## src/rtl/acl_pkg.sv

```systemverilog
// Shared definitions for the accelerometer SPI responder: register map,
// device ID, configuration reset values, FSM state encoding and the axis
// byte encoder used by the read mux.
package acl_pkg;

  // Register map
  localparam logic [5:0] AddrDevid      = 6'h00;
  localparam logic [5:0] AddrBwRate     = 6'h2C;
  localparam logic [5:0] AddrPowerCtl   = 6'h2D;
  localparam logic [5:0] AddrDataFormat = 6'h31;
  localparam logic [5:0] AddrDataX0     = 6'h32;
  localparam logic [5:0] AddrDataX1     = 6'h33;
  localparam logic [5:0] AddrDataY0     = 6'h34;
  localparam logic [5:0] AddrDataY1     = 6'h35;
  localparam logic [5:0] AddrDataZ0     = 6'h36;
  localparam logic [5:0] AddrDataZ1     = 6'h37;

  localparam logic [7:0] DevId         = 8'hE5;
  localparam logic [7:0] PowerCtlRst   = 8'h00;
  localparam logic [7:0] BwRateRst     = 8'h0A;
  localparam logic [7:0] DataFormatRst = 8'h00;

  typedef enum logic [1:0] {
    StIdle = 2'd0,
    StAddr = 2'd1,
    StData = 2'd2
  } acl_state_e;

  // hi=0: low byte v[7:0]; hi=1: sign-extended top two bits.
  function automatic logic [7:0] axis_byte(input logic [9:0] v, input logic hi);
    return hi ? {{6{v[9]}}, v[9:8]} : v[7:0];
  endfunction

endpackage

```

## src/rtl/spi_sync_edge.sv

```systemverilog
// Two-flop synchronizer with a third history flop for edge detection.
// Ports:
//   clk, rst  - system clock, async active-high reset
//   din       - asynchronous input
//   dout      - synchronized level
//   rise/fall - one-cycle pulses on synchronized rising/falling edges
// ResetVal sets the idle level so reset never fabricates an edge.
module spi_sync_edge #(
  parameter logic ResetVal = 1'b1
) (
  input  logic clk,
  input  logic rst,
  input  logic din,
  output logic dout,
  output logic rise,
  output logic fall
);

  logic s1_q, s2_q, s3_q;

  always_ff @(posedge clk or posedge rst) begin
    if (rst) begin
      s1_q <= ResetVal;
      s2_q <= ResetVal;
      s3_q <= ResetVal;
    end else begin
      s1_q <= din;
      s2_q <= s1_q;
      s3_q <= s2_q;
    end
  end

  assign dout = s2_q;
  assign rise = s2_q & ~s3_q;
  assign fall = ~s2_q & s3_q;

endmodule

```

## src/rtl/acl_spi_responder.sv

```systemverilog
// SPI mode-3 slave exposing a small accelerometer register file.
// Ports:
//   clk, rst                  - system clock, async active-high reset
//   sclk, ss, mosi, miso      - SPI bus (ss active-low, MSB first)
//   x/y/z_axis_in, sample_valid - 10-bit axis samples and load strobe
//   power_ctl, bw_rate, data_format - configuration registers
//   measure                   - power_ctl[3], gates axis sampling
//   wr_strobe, wr_addr        - commit pulse and address of last write
//   frame_done                - pulse when ss rises to end a frame
module acl_spi_responder
  import acl_pkg::*;
(
  input  logic       clk,
  input  logic       rst,
  input  logic       sclk,
  input  logic       ss,
  input  logic       mosi,
  output logic       miso,
  input  logic [9:0] x_axis_in,
  input  logic [9:0] y_axis_in,
  input  logic [9:0] z_axis_in,
  input  logic       sample_valid,
  output logic [7:0] power_ctl,
  output logic [7:0] bw_rate,
  output logic [7:0] data_format,
  output logic       measure,
  output logic       wr_strobe,
  output logic [5:0] wr_addr,
  output logic       frame_done
);

  logic sclk_s, sclk_rise, sclk_fall;
  logic ss_s, ss_rise, ss_fall;
  logic mosi_s, mosi_rise_unused, mosi_fall_unused;

  spi_sync_edge #(.ResetVal(1'b1)) u_sync_sclk (
    .clk  (clk),
    .rst  (rst),
    .din  (sclk),
    .dout (sclk_s),
    .rise (sclk_rise),
    .fall (sclk_fall)
  );

  spi_sync_edge #(.ResetVal(1'b1)) u_sync_ss (
    .clk  (clk),
    .rst  (rst),
    .din  (ss),
    .dout (ss_s),
    .rise (ss_rise),
    .fall (ss_fall)
  );

  // Same latency as sclk, so mosi stays aligned with the detected edge.
  spi_sync_edge #(.ResetVal(1'b0)) u_sync_mosi (
    .clk  (clk),
    .rst  (rst),
    .din  (mosi),
    .dout (mosi_s),
    .rise (mosi_rise_unused),
    .fall (mosi_fall_unused)
  );

  acl_state_e state_q, state_d;
  logic [2:0] bit_cnt_q, bit_cnt_d;
  logic [6:0] rx_q, rx_d;
  logic       rw_q, rw_d, mb_q, mb_d;
  logic [5:0] addr_q, addr_d;
  logic       miso_q, miso_d;
  logic [7:0] power_ctl_q, power_ctl_d;
  logic [7:0] bw_rate_q, bw_rate_d;
  logic [7:0] data_format_q, data_format_d;
  logic       wr_strobe_q, wr_strobe_d;
  logic [5:0] wr_addr_q, wr_addr_d;
  logic       frame_done_q, frame_done_d;
  logic [9:0] x_q, y_q, z_q;
  logic [9:0] x_snap_q, y_snap_q, z_snap_q;
  logic [7:0] rd_data;
  logic [7:0] byte_in;
  logic       sclk_unused;

  assign sclk_unused = sclk_s;

  // Live axis registers follow the sensor; snapshot freezes them per frame.
  always_ff @(posedge clk or posedge rst) begin
    if (rst) begin
      x_q      <= '0;
      y_q      <= '0;
      z_q      <= '0;
      x_snap_q <= '0;
      y_snap_q <= '0;
      z_snap_q <= '0;
    end else begin
      if (sample_valid && power_ctl_q[3]) begin
        x_q <= x_axis_in;
        y_q <= y_axis_in;
        z_q <= z_axis_in;
      end
      if (ss_fall) begin
        x_snap_q <= x_q;
        y_snap_q <= y_q;
        z_snap_q <= z_q;
      end
    end
  end

  always_comb begin
    case (addr_q)
      AddrDevid:      rd_data = DevId;
      AddrBwRate:     rd_data = bw_rate_q;
      AddrPowerCtl:   rd_data = power_ctl_q;
      AddrDataFormat: rd_data = data_format_q;
      AddrDataX0:     rd_data = axis_byte(x_snap_q, 1'b0);
      AddrDataX1:     rd_data = axis_byte(x_snap_q, 1'b1);
      AddrDataY0:     rd_data = axis_byte(y_snap_q, 1'b0);
      AddrDataY1:     rd_data = axis_byte(y_snap_q, 1'b1);
      AddrDataZ0:     rd_data = axis_byte(z_snap_q, 1'b0);
      AddrDataZ1:     rd_data = axis_byte(z_snap_q, 1'b1);
      default:        rd_data = 8'h00;
    endcase
  end

  always_comb begin
    state_d       = state_q;
    bit_cnt_d     = bit_cnt_q;
    rx_d          = rx_q;
    rw_d          = rw_q;
    mb_d          = mb_q;
    addr_d        = addr_q;
    miso_d        = miso_q;
    power_ctl_d   = power_ctl_q;
    bw_rate_d     = bw_rate_q;
    data_format_d = data_format_q;
    wr_strobe_d   = 1'b0;
    wr_addr_d     = wr_addr_q;
    frame_done_d  = 1'b0;
    byte_in       = {rx_q, mosi_s};

    if (ss_s) begin
      // Deselect aborts any partial byte without committing it.
      state_d      = StIdle;
      bit_cnt_d    = 3'd0;
      miso_d       = 1'b0;
      frame_done_d = ss_rise && (state_q != StIdle);
    end else if (ss_fall) begin
      state_d   = StAddr;
      bit_cnt_d = 3'd0;
      miso_d    = 1'b0;
    end else begin
      if (sclk_rise && (state_q != StIdle)) begin
        rx_d      = byte_in[6:0];
        bit_cnt_d = bit_cnt_q + 3'd1;
        if (bit_cnt_q == 3'd7) begin
          if (state_q == StAddr) begin
            rw_d    = byte_in[7];
            mb_d    = byte_in[6];
            addr_d  = byte_in[5:0];
            state_d = StData;
          end else begin
            if (!rw_q) begin
              unique case (addr_q)
                AddrBwRate:     bw_rate_d     = byte_in;
                AddrPowerCtl:   power_ctl_d   = byte_in;
                AddrDataFormat: data_format_d = byte_in;
                default: ;
              endcase
              if (addr_q inside {AddrBwRate, AddrPowerCtl, AddrDataFormat}) begin
                wr_strobe_d = 1'b1;
                wr_addr_d   = addr_q;
              end
            end
            if (mb_q) addr_d = addr_q + 6'd1;
          end
        end
      end
      // Mode 3: master samples on rising, so present the next bit on falling.
      // Address was already advanced, so bit_cnt==0 starts the next byte.
      if (sclk_fall && (state_q == StData)) begin
        miso_d = rd_data[3'd7 - bit_cnt_q];
      end
    end
  end

  always_ff @(posedge clk or posedge rst) begin
    if (rst) begin
      state_q       <= StIdle;
      bit_cnt_q     <= 3'd0;
      rx_q          <= '0;
      rw_q          <= 1'b0;
      mb_q          <= 1'b0;
      addr_q        <= '0;
      miso_q        <= 1'b0;
      power_ctl_q   <= PowerCtlRst;
      bw_rate_q     <= BwRateRst;
      data_format_q <= DataFormatRst;
      wr_strobe_q   <= 1'b0;
      wr_addr_q     <= '0;
      frame_done_q  <= 1'b0;
    end else begin
      state_q       <= state_d;
      bit_cnt_q     <= bit_cnt_d;
      rx_q          <= rx_d;
      rw_q          <= rw_d;
      mb_q          <= mb_d;
      addr_q        <= addr_d;
      miso_q        <= miso_d;
      power_ctl_q   <= power_ctl_d;
      bw_rate_q     <= bw_rate_d;
      data_format_q <= data_format_d;
      wr_strobe_q   <= wr_strobe_d;
      wr_addr_q     <= wr_addr_d;
      frame_done_q  <= frame_done_d;
    end
  end

  assign miso        = miso_q;
  assign power_ctl   = power_ctl_q;
  assign bw_rate     = bw_rate_q;
  assign data_format = data_format_q;
  assign measure     = power_ctl_q[3];
  assign wr_strobe   = wr_strobe_q;
  assign wr_addr     = wr_addr_q;
  assign frame_done  = frame_done_q;

endmodule

```

## config.mk

```make
export PLATFORM = sky130hd
export DESIGN_NAME = acl_spi_responder
export DESIGN_NICKNAME = d
export VERILOG_FILES = /design/src/rtl/acl_pkg.sv /design/src/rtl/spi_sync_edge.sv /design/src/rtl/acl_spi_responder.sv
export SDC_FILE = /design/constraint.sdc
export NUM_CORES = 1
export LEC_CHECK = 0
export ABC_CLOCK_PERIOD_IN_PS = 4950
export CORE_MARGIN = 8
export CORE_UTILIZATION = 38
export CTS_CLUSTER_DIAMETER = 100
export DETAILED_ROUTE_END_ITERATION = 8
export PLACE_DENSITY = 0.64
export SKIP_CTS_REPAIR_TIMING = 1
export SLEW_MARGIN = 20
export SYNTH_ARGS = -nofsm -noshare
export SYNTH_HDL_FRONTEND = slang
export SYNTH_SLANG_ARGS = --single-unit
export TNS_END_PERCENT = 100
```

## constraint.sdc

```tcl
create_clock -name clk -period 4.95 [get_ports clk]
set_input_delay 0.99 -clock clk [delete_from_list [all_inputs] [get_ports clk]]
set_output_delay 0.99 -clock clk [all_outputs]
set_load 0.02 [all_outputs]
```

# Yosys cells after proc, flatten, opt, wreduce, memory -nomap -nowiden
# Index checks and enable logic that the tools add are counted.
op_classes:
  bitwise: 11
  n_div: 0
  n_mux: 24
  n_shift: 0
  n_eq_ne: 12
  reduce_logical: 20
  add_sub_neg: 3
  n_lt_le_gt_ge: 1
  multipliers: 0
ops:
  columns: ["operator", "count"]
  rows:
  - ["one-hot mux 8 bit (10 select lines)", 1]
  - ["== test 6 bit (second input constant)", 9]
  - ["AND reduction 7 bit", 4]
  - ["nonzero test 3 bit", 5]
  - ["two-way mux 1 bit", 12]
  - ["two-way mux 6 bit", 2]
  - ["two-way mux 2 bit", 5]
  - ["AND reduction 5 bit", 2]
  - ["two-way mux 3 bit", 3]
  - ["NOT 1 bit", 7]
  - ["adder 6 x 1 -> 6 bit (second input constant)", 1]
  - ["logical NOT 6 bit", 1]
  - ["AND reduction 3 bit", 2]
  - ["AND 1 bit", 4]
  - ["logical AND 1 bit", 4]
  - ["less-than comparator 3 x 4 -> 1 bit (second input constant)", 1]
  - ["nonzero test 2 bit", 2]
  - ["adder 3 x 1 -> 3 bit (second input constant)", 1]
  - ["binary-select mux 1 bit (select 3 bit)", 1]
  - ["== test 3 bit (second input constant)", 1]
  - ["subtractor 3 bit (first input constant)", 1]
  - ["== test 2 x 1 -> 1 bit (second input constant)", 1]
  - ["== test 2 bit (second input constant)", 1]
totals:
  memories: 0
  mem_bits_ro: 0
  register_bits: 121
  latchBits: 0
  output_inout_bits: 34
  ramBits: 0

# Logic depth before layout (Yosys ltp)
# Gate-level depths: netlist of run 1.
logic_depth:
  word_depth: 9
  ltp_mapped: 10
  mapped_depth_nobuf: 8

# By module
# A second synthesis of run 1 with hierarchy kept.
unflattened:
  cells_unflattened: 411
  area_unflattened_um2: 5383.9
by_module_without_submodules:
  columns: ["module", "instances", "cells_each", "area_per_inst_um2", "seq_area_each_um2"]
  rows:
  - ["acl_spi_responder", 1, 393, 5094.9, 2830.2]
  - ["spi_sync_edge at u_sync_sclk ...", 2, 6, 97.6, 78.8]
  - ["spi_sync_edge at u_sync_mosi", 1, 6, 93.8, 75.1]

# Worst setup path after synthesis of run 1
# No wires, ideal clock.
synth_timing:
  path_type: "register to register"
  from: "register u_sync_ss.s2_q, in the netlist u_sync_ss.dout"
  to: "register data_format_q[0], in the netlist data_format[0]"
  arrival_ps: 2150
  setup_ps: 125
  period_less_slack_ps: 2274
  required_time_ps: 4825
  path_stages_with_launch: 8
  slack_ps: 2676
  path_cell_list: "dfstp_2 or2_1 buf_6 nor4b_4 nand3_4 nor3_4 nand3_4 mux2_2"
synth_via:
  elab_chain_cells: 4
synth_rtl:
  columns: ["element", "line", "source"]
  rows:
  - ["start: declaration", "spi_sync_edge.sv:19", "logic s1_q, s2_q, s3_q;"]
  - ["start signal: assignment", "spi_sync_edge.sv:24", "s2_q <= ResetVal;"]
  - ["start signal: assignment", "spi_sync_edge.sv:28", "s2_q <= s1_q;"]
  - ["NOT 1 bit (no source line) (*)", null, null]
  - ["AND 1 bit", "spi_sync_edge.sv:35", "assign fall = ~s2_q & s3_q;"]
  - ["NOT 1 bit (no source line)", null, null]
  - ["AND reduction 7 bit (no source line) (*)", null, null]
  - ["end signal: assignment", "acl_spi_responder.sv:195", "data_format_q <= DataFormatRst;"]
  - ["end signal: assignment", "acl_spi_responder.sv:209", "data_format_q <= data_format_d;"]
  - ["end: declaration", "acl_spi_responder.sv:72", "logic [7:0] data_format_q, data_format_d;"]
# Every way passes the cells marked *; elsewhere a longest branch is shown, timed or not.
# A chain may end at the register's enable or synchronous reset.

# Final worst setup path of run 1
layout_timing:
  from: "register addr_q[1]"
  to: "register wr_addr_q[4], in the netlist wr_addr[4]"
layout_via:
  elab_chain_cells: 3
  elab_cells_between_ends: 5
layout_rtl:
  columns: ["element", "line", "source"]
  rows:
  - ["start: declaration", "acl_spi_responder.sv:68", "logic [5:0] addr_q, addr_d;"]
  - ["start signal: assignment", "acl_spi_responder.sv:205", "addr_q <= addr_d;"]
  - ["== test 6 bit", "acl_spi_responder.sv:167", "if (addr_q inside {AddrBwRate, AddrPowerCtl, AddrDataFormat}) begin"]
  - ["nonzero test 3 bit (*)", "acl_spi_responder.sv:167", null]
  - ["AND reduction 7 bit (no source line) (*)", null, null]
  - ["end signal: assignment", "acl_spi_responder.sv:211", "wr_addr_q <= wr_addr_d;"]
  - ["end: declaration", "acl_spi_responder.sv:74", "logic [5:0] wr_addr_q, wr_addr_d;"]
# Marks and branches as above.

==> results of run 1 <==
[area by class of cell]
class / count / area [sq um]
clock buffer: 22 / 454.2
multi-input combinational: 252 / 2178
sequential: 121 / 3038
fill: 1217 / 7043
inverter: 7 / 28.78
tap: 180 / 225.2
timing repair buffer: 72 / 713.2
clock inverter: 8 / 146.4
[Yosys cell counts, drive strengths merged, types with 4 or more instances]
cell	n	area, sq um
a22oi	15	112.6
ha	6	75.07
nand3	7	60.05
a221oi	5	43.79
buf	7	42.53
inv	7	26.28
clkbuf	17	63.81
nand2	16	75.07
nor3	7	46.30
nor2	18	67.56
dfstp	8	210.2
dfrtp	113	2828
mux2i	4	40.04
mux2	98	1104
o21ai	14	70.07
a21oi	14	70.07
[power by group]
part | internal (uW) | switching (uW)
sequential | 1000 | 13.4
clock | 847 | 410
combinational | 38.2 | 37.4
total | 1890 | 461
[stage by stage]
step / util [%] / instances / setup slack [ns] / instance area [sq um]
after floorplan: - / 404 / 0.7591 / 5344
after global placement: 44.70 / 632 / 2.134 / 6181
after detailed placement: 44.72 / 632 / 2.183 / 6183
after CTS: 49.06 / 662 / 2.174 / 6784
after global routing: 49.06 / 662 / 1.951 / 6784
final: 49.06 / 662 / 2.166 / 6784
[final timing paths]
kind	start	end	slack [ns]	cells past startpoint
max	addr_q[1]$_DFFE_PP0P_	wr_addr[4]$_DFFE_PP0P_	2.17	7
min	u_sync_mosi.s1_q$_DFF_PP0_	u_sync_mosi.dout$_DFF_PP0_	0.35	0
max reg2reg	addr_q[1]$_DFFE_PP0P_	wr_addr[4]$_DFFE_PP0P_	2.17	7
min reg2reg	u_sync_mosi.s1_q$_DFF_PP0_	u_sync_mosi.dout$_DFF_PP0_	0.35	0
max in group asynchronous	rst	bw_rate[1]$_DFFE_PP1P_	2.93	3
min in group asynchronous	rst	bit_cnt_q[0]$_DFFE_PP0P_	1.13	2
[sequential cells by signal, summed over array words and instances (netlist names), 2 cells and up]
| signal | cells |
|---|---|
| x_q | 10 |
| x_snap_q | 10 |
| y_q | 10 |
| y_snap_q | 10 |
| z_q | 10 |
| z_snap_q | 10 |
| bw_rate | 8 |
| data_format | 8 |
| power_ctl | 8 |
| rx_q | 7 |
| addr_q | 6 |
| wr_addr | 6 |
| bit_cnt_q | 3 |
| state_q | 2 |
[layer usage]
| metal | vias to the layer above | part of all wire (%) | global-route usage [%] |
|---|---|---|---|
| li1 | 1631 | - | - |
| met1 | 1802 | 44 | 17.25 |
| met2 | 87 | 49 | 22.81 |
| met3 | 15 | 4.9 | 4.532 |
| met4 | 0 | 1.9 | 7.049 |
| met5 | - | 0 | 0 |
[kinds of logic (layout without fill, tap and decap cells)]
logic type | count (synthesis) | in the layout | synth area share [%]
and+or+nand+nor | 76 | 76 | 9.249
muxes | 102 | 102 | 21.40
DFF | 121 | 121 | 56.85
buffers and inverters | 31 | 109 | 2.482
xor gates and xnor gates | 1 | 1 | 0.1639
adders and majority gates | 6 | 6 | 1.405
AOI/OAI and AO/OA | 67 | 67 | 8.453
[worst max-delay path, stage by stage (launching register included)]
cell	delay (ns)
dfrtp_1	0.46
inv_1	0.12
ha_1	0.56
o21ai_0	0.25
nor3b_1	0.21
o21ai_0	0.21
nor4_4	0.49
mux2_2	0.38
==> impl_metrics.csv, run 1 <==
group,metric,value,unit
floorplan,io_pins,70,
layout,mostFrequentLayoutCell,"dfrtp_1",
layout,num_antenna_cells,0,
status,status,"finished, final reports clean",
floorplan,fp.dieW,134.6,um
synthesis,syn_inst,404,
timing,setup_violations,0,
synthesis,synth-seq-area-share,56.85,%
synthesis,ys_async_sr_fraction,100.0,%
synthesis,syn-num-nets,446,
timing,finalMaxSlewViolations,0,
worst_hold_path,hp-class,"reg -> reg",
clock_tree,clk_path_buf_depth,2,
clock_tree,cts_tree,"built",
synthesis,ys_warn_count,0,
power,powerDensity,345.9,nW/um^2
flow_run,maxCapViolations,0,
floorplan,die_h,134.6,um
grt,gr-total-overflow,0,
setup_path,cp.arrival,3.08,ns
synthesis,dominantRegCellSynth,"dfrtp_1",
timing,relSlewSlack,31.67,%
clock_tree,cts_sinks,121,
detailed_routing,vias_per_cell,5.340,
timing,rsz0062_at_grt,"no",
detailed_routing,drt-wirelength-per-cell,18.34,um
detailed_routing,drtPass1Iterations,4,
detailed_routing,drt_wl_total,12140,um
timing,whs,0.3498,ns
floorplan,die-area,18110,sq um
layout,area_delta_synth_final,26.95,%
power,total_power,2347,uW
setup_path,crit_fanout,15,
synthesis,ys_types,58,
clock_tree,clk_latency,0.42,ns
layout,drive_gt1_share,30.91,%
placement,io_buffers,69,
timing,fin_crit,2.784,ns
timing,worst_pin_slew,1.023,ns
timing,fin_skew,0.01847,ns
clock_tree,root_buffer,"clkbuf_16",
detailed_routing,first_iter_violations,294,
clock_tree,cts_buffers,17,
synthesis,synth-seq-cells,121,
placement,dpl.hpwl,8721,um
setup_path,end_kind,"register",
power,vdd_drop_max,0.2247,mV
detailed_routing,drc,0,
floorplan,initial_utilization,38.65,%
grt,grt_use_total,14.34,%
synthesis,syn_avg_cell_area,13.23,sq um
clock_tree,clk_pin_slew,0.05,ns
layout,final_nets,513,
setup_path,start_kind,"register",
power,cellLeakagePower,0.003070,uW
placement,gp_congestion,0.8348,
floorplan,num_rows,43,
timing,clock.fmax,359.1,MHz
grt,antenna_found_initial,0,
timing,tns,0,ns
layout,layout_common_cells,"dfrtp_1, mux2_2, clkdlybuf4s50_1, nor2_1, clkbuf_16",
grt,grt_pass1_wl,20090,um
synthesis,synthesis.area,5344,sq um
grt,grt_pass1_vias,3760,
setup_path,crit_type,"reg -> reg",
setup_path,critPathRequiredTime,5.24,ns
clock_tree,htree_levels,4,
timing,hold_violations,0,
timing,post-route-period-util,56.25,%
grt,grt_max_degree,76,
floorplan,core_area,13830,sq um
detailed_routing,vias,3535,
detailed_routing,ant_nets,0,
synthesis,synth-edff-count,0,
Note: power is estimated with default switching activity, not from simulation.
==> run 2: changes to the inputs <==
--- a/config.mk
+++ b/config.mk
@@ -5,12 +5,12 @@
 export SDC_FILE = /design/constraint.sdc
 export NUM_CORES = 1
 export LEC_CHECK = 0
-export ABC_CLOCK_PERIOD_IN_PS = 4950
+export ABC_CLOCK_PERIOD_IN_PS = 2500
 export CORE_MARGIN = 8
 export CORE_UTILIZATION = 38
 export CTS_CLUSTER_DIAMETER = 100
 export DETAILED_ROUTE_END_ITERATION = 8
-export PLACE_DENSITY = 0.64
+export PLACE_DENSITY = 0.66
 export SKIP_CTS_REPAIR_TIMING = 1
 export SLEW_MARGIN = 20
 export SYNTH_ARGS = -nofsm -noshare
==> constraint.sdc (replaced) <==
create_clock -name clk -period 2.5 [get_ports clk]
set_input_delay 0.5 -clock clk [delete_from_list [all_inputs] [get_ports clk]]
set_output_delay 0.5 -clock clk [all_outputs]
set_load 0.02 [all_outputs]
==> run 2 against run 1 <==
Against the previous run: total power is 100% higher; first-iteration DRC count grew 0.34%; worst setup slack worse by 1.9 ns; die area is the same; clock skew is 0.0042 ns lower; cell count rose by 2.9%; wire length increased by 4.8%; count of clock-buffer cells in the layout is 3 lower; worst hold slack better by 0.0021 ns; design area up 2.5%; critical path type unchanged; highest routed layer unchanged.
==> impl_metrics.csv, run 2 (synthesis results as in run 1) <==
group,metric,value,unit
clock_tree,clk_pin_slew,0.06,ns
setup_path,crit_type,"reg -> reg",
power,powerDensity,673.5,nW/um^2
layout,mostFrequentLayoutCell,"dfrtp_1",
setup_path,ff2ff_setup_slack,0.27,ns
timing,clock.fmax,449.3,MHz
clock_tree,cts_sinks,121,
floorplan,io_pins,70,
timing,fin_skew,0.01431,ns
setup_path,crit_fanout,6,
placement,place_area,6335,sq um
layout,final_nets,530,
layout,design_area,6957,sq um
timing,post-route-period-util,89.03,%
floorplan,die_h,134.6,um
timing,worst_pin_slew,0.7208,ns
setup_path,cp.arrival,2.52,ns
clock_tree,root_buffer,"clkbuf_16",
placement,dpl.hpwl,9218,um
layout,area_delta_synth_final,30.18,%
clock_tree,clk_path_buf_depth,2,
status,status,"finished, final reports clean",
timing,finalMaxSlewViolations,0,
floorplan,core_area,13830,sq um
detailed_routing,vias,3641,
timing,relSlewSlack,51.84,%
setup_path,start_kind,"register",
grt,gr-total-overflow,0,
timing,fin_crit,2.226,ns
detailed_routing,first_iter_violations,295,
floorplan,fp.dieW,134.6,um
power,vdd_drop_max,0.4986,mV
grt,grt_pass1_vias,3951,
detailed_routing,ant_nets,0,
placement,io_buffers,69,
clock_tree,cts_buffers,17,
layout,layout_common_cells,"dfrtp_1, mux2_2, clkdlybuf4s50_1, buf_4",
worst_hold_path,hp-class,"reg -> reg",
placement,gp_congestion,0.8684,
floorplan,die-area,18110,sq um
placement,pre_cts_ws,0.2692,ns
clock_tree,clk_latency,0.42,ns
timing,hold_violations,0,
layout,num_antenna_cells,0,
clock_tree,htree_levels,4,
grt,antenna_found_initial,0,
detailed_routing,vias_per_cell,5.347,
grt,grt_pass1_wl,21110,um
setup_path,end_kind,"register",
timing,rsz0062_at_grt,"no",
timing,setup_violations,0,
detailed_routing,drt_wl_total,12730,um
clock_tree,cts_tree,"built",
floorplan,num_rows,43,
timing,tns,0,ns
timing,layout_setup_ws,0.2743,ns
layout,drive_gt1_share,34.13,%
detailed_routing,drtPass1Iterations,4,
power,cellLeakagePower,0.003164,uW
detailed_routing,drc,0,
grt,grt_use_total,15.00,%
floorplan,initial_utilization,38.65,%
flow_run,maxCapViolations,0,
detailed_routing,drt-wirelength-per-cell,18.69,um
timing,whs,0.3518,ns
layout,nFillCells,1175,
grt,grt_max_degree,45,
setup_path,critPathRequiredTime,2.79,ns
run 2: cell type report:
type                    count  area, sq um  area share (%)
inverters                   7        30.03          0.4317
repair buffers             89        865.8           12.45
multi-input cells         252         2176           31.28
flip-flops and latches    121         3038           43.67
clock inverters            13        168.9           2.428
well taps                 180        225.2           3.237
clock buffers              19        452.9           6.511
run 2: final timing paths:
| path | start | endpoint | cells after the start |
|---|---|---|---|
| min in group asynchronous | rst | z_q[6]$_DFFE_PP0P_ | 2 |
| min | u_sync_sclk.s1_q$_DFF_PP1_ | u_sync_sclk.dout$_DFF_PP1_ | 0 |
| max reg2reg | addr_q[1]$_DFFE_PP0P_ | wr_addr[3]$_DFFE_PP0P_ | 6 |
| max in group asynchronous | rst | u_sync_ss.s1_q$_DFF_PP1_ | 3 |
| min reg2reg | u_sync_sclk.s1_q$_DFF_PP1_ | u_sync_sclk.dout$_DFF_PP1_ | 0 |
| max | addr_q[1]$_DFFE_PP0P_ | wr_addr[3]$_DFFE_PP0P_ | 6 |
run 2: routing by layer:
| metal | GRT usage (%) | share of wire (%) | up-vias | wire [um] |
|---|---|---|---|---|
| li1 | - | - | 1660 | - |
| met1 | 19.11 | 44 | 1841 | 5599 |
| met2 | 22.81 | 47 | 116 | 6005 |
| met3 | 4.272 | 6.3 | 24 | 808 |
| met4 | 7.611 | 2.5 | 0 | 314 |
| met5 | 0 | 0 | - | 0 |
run 2: worst max-delay path: stages, from the launching register on:
cell      delay (ns)
dfrtp_1         0.40
inv_1           0.08
ha_1            0.22
nor4bb_1        0.31
o21ai_0         0.26
nor4_4          0.45
mux2_2          0.39
run 2: power breakdown:
group	switching (uW)	total, uW	internal, uW
Sequential	25.9	2010	1980
Clock	894	2520	1620
Combinational	77.1	160	82.6
Total	997	4690	3690
run 2: through the flow:
stage / power [uW] / utilization [%] / std cells
6_report: 4685 / 50.31 / 681
5_1_grt: 4858 / 50.31 / 681
4_1_cts: 4730 / 50.31 / 681
3_5_place_dp: 2203 / 45.81 / 649
3_3_place_gp: 2199 / 45.81 / 649
2_1_floorplan: 2106 / - / 404
